File: config.mk
export PLATFORM = sky130hd
export DESIGN_NAME = neuron_layer_sequencer
export DESIGN_NICKNAME = d
export VERILOG_FILES = /design/src/rtl/neuron_layer_sequencer.sv
export SDC_FILE = /design/constraint.sdc
export NUM_CORES = 1
export LEC_CHECK = 0
export CAP_MARGIN = 20
export CORE_AREA = 4 4 291 293
export CTS_CLUSTER_DIAMETER = 100
export DETAILED_ROUTE_END_ITERATION = 10
export DIE_AREA = 0 0 295 297
export GPL_ROUTABILITY_DRIVEN = 1
export RECOVER_POWER = 100
export SETUP_SLACK_MARGIN = 0.1
export SLEW_MARGIN = 20
export SYNTH_ARGS = -nofsm -noshare
export SYNTH_HDL_FRONTEND = slang
export SYNTH_SLANG_ARGS = --single-unit
File: constraint.sdc
create_clock -name clk -period 40.5 [get_ports clk]
set_clock_uncertainty 0.15 [all_clocks]
set_input_delay 4.05 -clock clk [delete_from_list [all_inputs] [get_ports clk]]
set_output_delay 4.05 -clock clk [all_outputs]
set_load 0.01 [all_outputs]
File: src/rtl/neuron_layer_sequencer.sv
// rtl/neuron_layer_sequencer.sv - time-multiplexes one neuron+ReLU datapath across a layer.
// Optional WAIT watchdog enabled by defining NEURON_SEQ_TIMEOUT_EN.
module neuron_layer_sequencer #(
  parameter int INPUT_WIDTH    = 10,
  parameter int DATA_WIDTH     = 16,
  parameter int NUM_NEURONS    = 4,
  parameter int TIMEOUT_CYCLES = 64,
  localparam int AW = (NUM_NEURONS > 1) ? $clog2(NUM_NEURONS) : 1
) (
  input  logic                              clk,
  input  logic                              rst_n,
  input  logic                              start,
  input  logic [INPUT_WIDTH*DATA_WIDTH-1:0] a_vec,
  output logic                              busy,
  output logic                              done,
  output logic                              error,
  output logic [NUM_NEURONS*DATA_WIDTH-1:0] out_vec,
  output logic                              w_rd_en,
  output logic [AW-1:0]                     w_addr,
  input  logic [INPUT_WIDTH*DATA_WIDTH-1:0] w_rd_data,
  input  logic [DATA_WIDTH-1:0]             b_rd_data,
  output logic                              n_valid_in,
  output logic [INPUT_WIDTH*DATA_WIDTH-1:0] n_a,
  output logic [INPUT_WIDTH*DATA_WIDTH-1:0] n_w,
  output logic [DATA_WIDTH-1:0]             n_bias,
  input  logic                              n_valid_out,
  input  logic [DATA_WIDTH-1:0]             n_out
);

  typedef enum logic [2:0] {
    S_IDLE, S_FETCH, S_LOAD, S_FIRE, S_WAIT, S_DONE
  } state_t;

  localparam logic [AW-1:0] LAST_IDX = AW'(NUM_NEURONS - 1);

  state_t        state;
  logic [AW-1:0] idx;

  assign w_addr = idx;

`ifdef NEURON_SEQ_TIMEOUT_EN
  localparam int CW = (TIMEOUT_CYCLES > 1) ? $clog2(TIMEOUT_CYCLES + 1) : 1;
  logic [CW-1:0] wait_cnt;
  logic          timeout_hit;
  assign timeout_hit = (wait_cnt == CW'(TIMEOUT_CYCLES - 1));
`else
  localparam int unused_timeout_cycles = TIMEOUT_CYCLES;
  assign error = 1'b0;
`endif

  // Reset is asserted high on rst_n, matching the rest of this codebase.
  always_ff @(posedge clk or posedge rst_n) begin
    if (rst_n) begin
      state      <= S_IDLE;
      idx        <= '0;
      busy       <= 1'b0;
      done       <= 1'b0;
      w_rd_en    <= 1'b0;
      n_valid_in <= 1'b0;
      out_vec    <= '0;
      n_a        <= '0;
      n_w        <= '0;
      n_bias     <= '0;
`ifdef NEURON_SEQ_TIMEOUT_EN
      error      <= 1'b0;
      wait_cnt   <= '0;
`endif
    end else begin
      done       <= 1'b0;
      w_rd_en    <= 1'b0;
      n_valid_in <= 1'b0;
      case (state)
        S_IDLE: begin
          if (start) begin
            n_a     <= a_vec;
            idx     <= '0;
            busy    <= 1'b1;
            w_rd_en <= 1'b1;
`ifdef NEURON_SEQ_TIMEOUT_EN
            error   <= 1'b0;
`endif
            state   <= S_FETCH;
          end
        end
        S_FETCH: state <= S_LOAD;
        S_LOAD: begin
          n_w        <= w_rd_data;
          n_bias     <= b_rd_data;
          n_valid_in <= 1'b1;
          state      <= S_FIRE;
        end
        S_FIRE: begin
`ifdef NEURON_SEQ_TIMEOUT_EN
          wait_cnt <= '0;
`endif
          state <= S_WAIT;
        end
        S_WAIT: begin
          if (n_valid_out) begin
            out_vec[int'(idx)*DATA_WIDTH +: DATA_WIDTH] <= n_out;
            if (idx == LAST_IDX) begin
              done  <= 1'b1;
              state <= S_DONE;
            end else begin
              idx     <= idx + 1'b1;
              w_rd_en <= 1'b1;
              state   <= S_FETCH;
            end
          end
`ifdef NEURON_SEQ_TIMEOUT_EN
          // A stuck datapath abandons the layer but still reports completion.
          else if (timeout_hit) begin
            error <= 1'b1;
            done  <= 1'b1;
            state <= S_DONE;
          end else begin
            wait_cnt <= wait_cnt + 1'b1;
          end
`endif
        end
        S_DONE: begin
          busy  <= 1'b0;
          state <= S_IDLE;
        end
        default: state <= S_IDLE;
      endcase
    end
  end

endmodule

* After elaboration in Yosys (flattened, before gate mapping) *
Cells that the tools add are included.
Widths: inputs -> output; s select.

storage, ports and cells
  register bits after elaboration = 409
  bits of input ports = 356
  output and inout port bits = 407
  word-level logic and storage cells = 50

cells by class
  $add $sub $neg = 2
  equality and inequality tests = 9
  shifts and indexed selects = 2
  multiplexer cells = 19
  reduce and logical (&&, ||, !) cells = 8

operator list
  kind                      number
  $bwmux 64                 1
  $shift 16x33->64 const A  1
  $shiftx 16x33->64         1
  $neg 6->33                1
  $pmux 3 s5                1
  $mux 3                    3
  $mux 1                    8
  $reduce_and 2->1          4
  $eq 3x2->1 const B        2
  $eq 3x3->1 const B        2
  $mux 2                    3
  $ne 2x2->1 const B        3
  $pmux 1 s2                2
  $pmux 2 s2                1
  $reduce_and 4->1          1
  $reduce_bool 2->1         2
  $eq 3x1->1 const B        1
  $logic_not 3->1           1
  $add 2x1->2 const B       1
  $eq 2x2->1 const B        1

* Longest topological paths before layout *
  word-level depth = 4
  gate-level depth with buffers = 7
  depth with buffers taken out = 5

* Worst setup path after synthesis *
No wires, ideal clock.

  path kind = input to register
  start = input port start
  end = register n_a[10]
  setup time = 125 ps
  arrival = 4983 ps
  required time = 40225 ps
  path slack = 35242 ps
  stages = 5
  path buffers = 3
  path through = nor4b_2 -> buf_4 -> buf_8 -> buf_6 -> mux2_2

on the way
  word-level cells in the longest chain between the ends = 1

ends and longest elaborated chain
  what                        line  source
  start: declaration          12    input logic start,
  $reduce_and 2->1 (no line)  n/a
  end signal: assignment      75    n_a <= a_vec;
  end: declaration            23    output logic [INPUT_WIDTH*DATA_WIDTH-1:0] n_a,

No other way between the ends.
A chain may end at the register's enable or synchronous reset.

==> summary.txt <==
CTS
  – Post-CTS setup buffer count: 0
  – Cts hold-fix bufs: 0
  – Clock-pin slew on the worst setup and hold paths: 0.06 ns
  – Worst skew pair latency: 0.57 ns
  – Root Buffer Master: clkbuf_16
  – CTS resizes: 0
  – H-tree depth: 2
  – Clock Path Buffers: 3
  – Clock sinks: 409
  – TritonCTS buffer count: 50
  – CTS tree: yes

Min path
  – Worst Hold Class: flip-flop to flip-flop
  – Min-delay src: n_w[17]
  – Hold path cells: 1
  – Hold endpoint: n_w[17]

Logic synthesis
  – Share of the synthesized area in the top cell type: 65.1%
  – Largest cells by area after synthesis: dfrtp_1, mux2_2, nand4_1
  – Mapped Nets: 1405
  – Ys flop type: dfrtp_1
  – Avg Cell Area, Syn: 15.1 um2
  – Asr flop ratio synth: 100%
  – Top cells by count, synth: dfrtp_1, mux2_2, inv_1, o21ai_0, nand4_1
  – Seq/Total Area, Yosys: 65.1%
  – Synth Instances: 1043
  – Synth warn: 0
  – Most frequent cell after synthesis: dfrtp_1
  – Flops & latches, synth: 409
  – Post-synth EDFFs: 0
  – Mapped cell area: 15700 um2
  – Netlist cell types: 30
  – Top cell type by total area after synthesis: dfrtp_1

Timing
  – Max Clock Freq: 0.0609 GHz
  – Worst-Margin Slew: 8.15 ns
  – Final hold slack: 0.347 ns
  – RSZ-0062 raised after global routing: false
  – Minimum clock period: 16.43 ns
  – Final hold viol count: 0
  – Setup TNS: 0 ns
  – Period Utilization, post-route: 40.6%
  – Post-route worst setup slack: 24.07 ns
  – Slew Limit Fails: 702
  – # setup viols final: 0
  – Max_slew headroom: -444%

Routing
  – Vias: 11700
  – Remaining antenna violation count: 0
  – Vias/cell: 4.01
  – Detailed-route wire length per cell: 20.0 um
  – Routed WL: 58100 um
  – Pre-Repair DR Iteration Count: 4
  – DR iter-0 viols: 442
  – DRC Markers: 0

Setup path
  – FF-to-FF Start: state[2]
  – Crit Path Max Fanout: 149
  – Worst reg2reg path endpoint: n_a[84]
  – CP Data Required Time: 40.25 ns
  – Cell count of the worst reg-to-reg path: 4
  – CP Class: primary input to async pin
  – CP endpoint kind: async pin
  – Worst EP arrival: 16.18 ns
  – Critical path startpoint: rst_n
  – CP Launch Type: primary input
  – Worst R2R Setup Slack: 34.05 ns

Power
  – Total Power: 2.05 mW
  – VDD IR-drop max: 37.9 uV
  – Pwr dens: 79.2 nW/um2
  – Leak: 10.6 nW

Final layout
  – P&R area growth vs syn: 64.7%
  – Fin nets: 2166
  – Share of post-route cells with drive strength above 1: 22.9%
  – Final Cell Area: 25900 um2
  – Area of the multi-input gates: 4820 um2
  – Filler Cell Count: 8135
  – Register Area: 10200 um2
  – Util after Layout: 31.7%
  – Non-filler cells, final: 2911

Place
  – DP Wirelength: 44800 um
  – Cell count after placement: 2821
  – Placer congestion estimate: 0.815
  – Area after DPL: 24400 um2
  – Post-Place Worst Slack: 33.42 ns
  – Input/output buffers: 761

Global route
  – Vias in the first global route: 12800
  – First-pass GRT wire length: 85200 um
  – Gr usage total: 12.7%
  – Gr ovfl total: 0
  – Initial antenna violation count: 17
  – Largest net degree at the start of global routing: 150

Status
  – Violated checks: capacitance limit, slew limit
  – Outcome: finished, violations left

Floorplan
  – Die Height: 297 um
  – Die Wd: 295 um
  – IO Count: 763
  – Rows: 105
  – Initial Util: 19.2%
  – Core Box Area: 81800 um2
  – Total die area: 87600 um2

Run
  – Max-cap violations: 9
-- cell usage in the layout (no fill, tap or decap), drive strengths merged, types with 6 or more instances in the layout --
cell type,n
o21ai,68
dfrtp,409
inv,70
dlygate4sd3,520
nand4,64
clkinv,12
ha,6
mux2,338
clkbuf,77
clkdlybuf4s50,241
-- cells by family after synthesis --
logic type	count (synthesis)	share of synthesized area (%)
AO/OA/AOI/OAI	71	2.31
XOR/XNOR	1	0.0557
adder cells (fa/ha/maj)	6	0.477
buffers and inverters	134	4.20
flip-flops	409	65.1
multiplexers	338	24.2
other	1	0.0238
AND/OR/NAND/NOR	83	3.65
-- power breakdown --
| group | total, mW | switching (mW) | internal (mW) | leakage (nW) |
|---|---|---|---|---|
| clock network | 0.424 | 0.175 | 0.250 | 0.770 |
| logic | 0.903 | 0.389 | 0.514 | 5.07 |
| registers | 0.723 | 0.109 | 0.615 | 4.75 |
| total | 2.05 | 0.673 | 1.38 | 10.6 |
-- layer usage --
layer  global-route usage, %  wire length, um
met5                       0                0
met4                    3.70             1710
met3                    4.95             5630
met2                    23.7            30300
met1                    13.1            20400
-- area by class of cell --
class / instances / area share, %
clock buffers: 68 / 5.44
repair buffers: 774 / 29.7
diodes: 4 / 0.0386
inverters: 69 / 1.00
multi-input cells: 500 / 18.6
well taps: 1070 / 5.17
flip-flops and latches: 409 / 39.5
clock inverters: 17 / 0.580
-- state kept, by name, indices dropped and copies added, names as in the netlist --
name	count
w_addr	2
w_rd_en	1
n_valid_in	1
state	3
n_a	160
done	1
out_vec	64
n_w	160
busy	1
n_bias	16
-- worst max-delay path, cell delays in order --
cell	delay (ns)
dlygate4sd3_1	0.55
clkinvlp_2	3.00
clkbuf_1	5.76
clkbuf_1	2.72
-- how the worst max path moves through the flow --
stage / endpoint / cells past startpoint
4_1_cts: n_a[129] / 4
6_report: n_a[92] / 4
3_3_place_gp: n_a[29] / 4
2_1_floorplan: busy / 1
5_1_grt: n_a[92] / 4
3_5_place_dp: n_a[57] / 4
No activity file was read; power rests on OpenSTA's default activity.
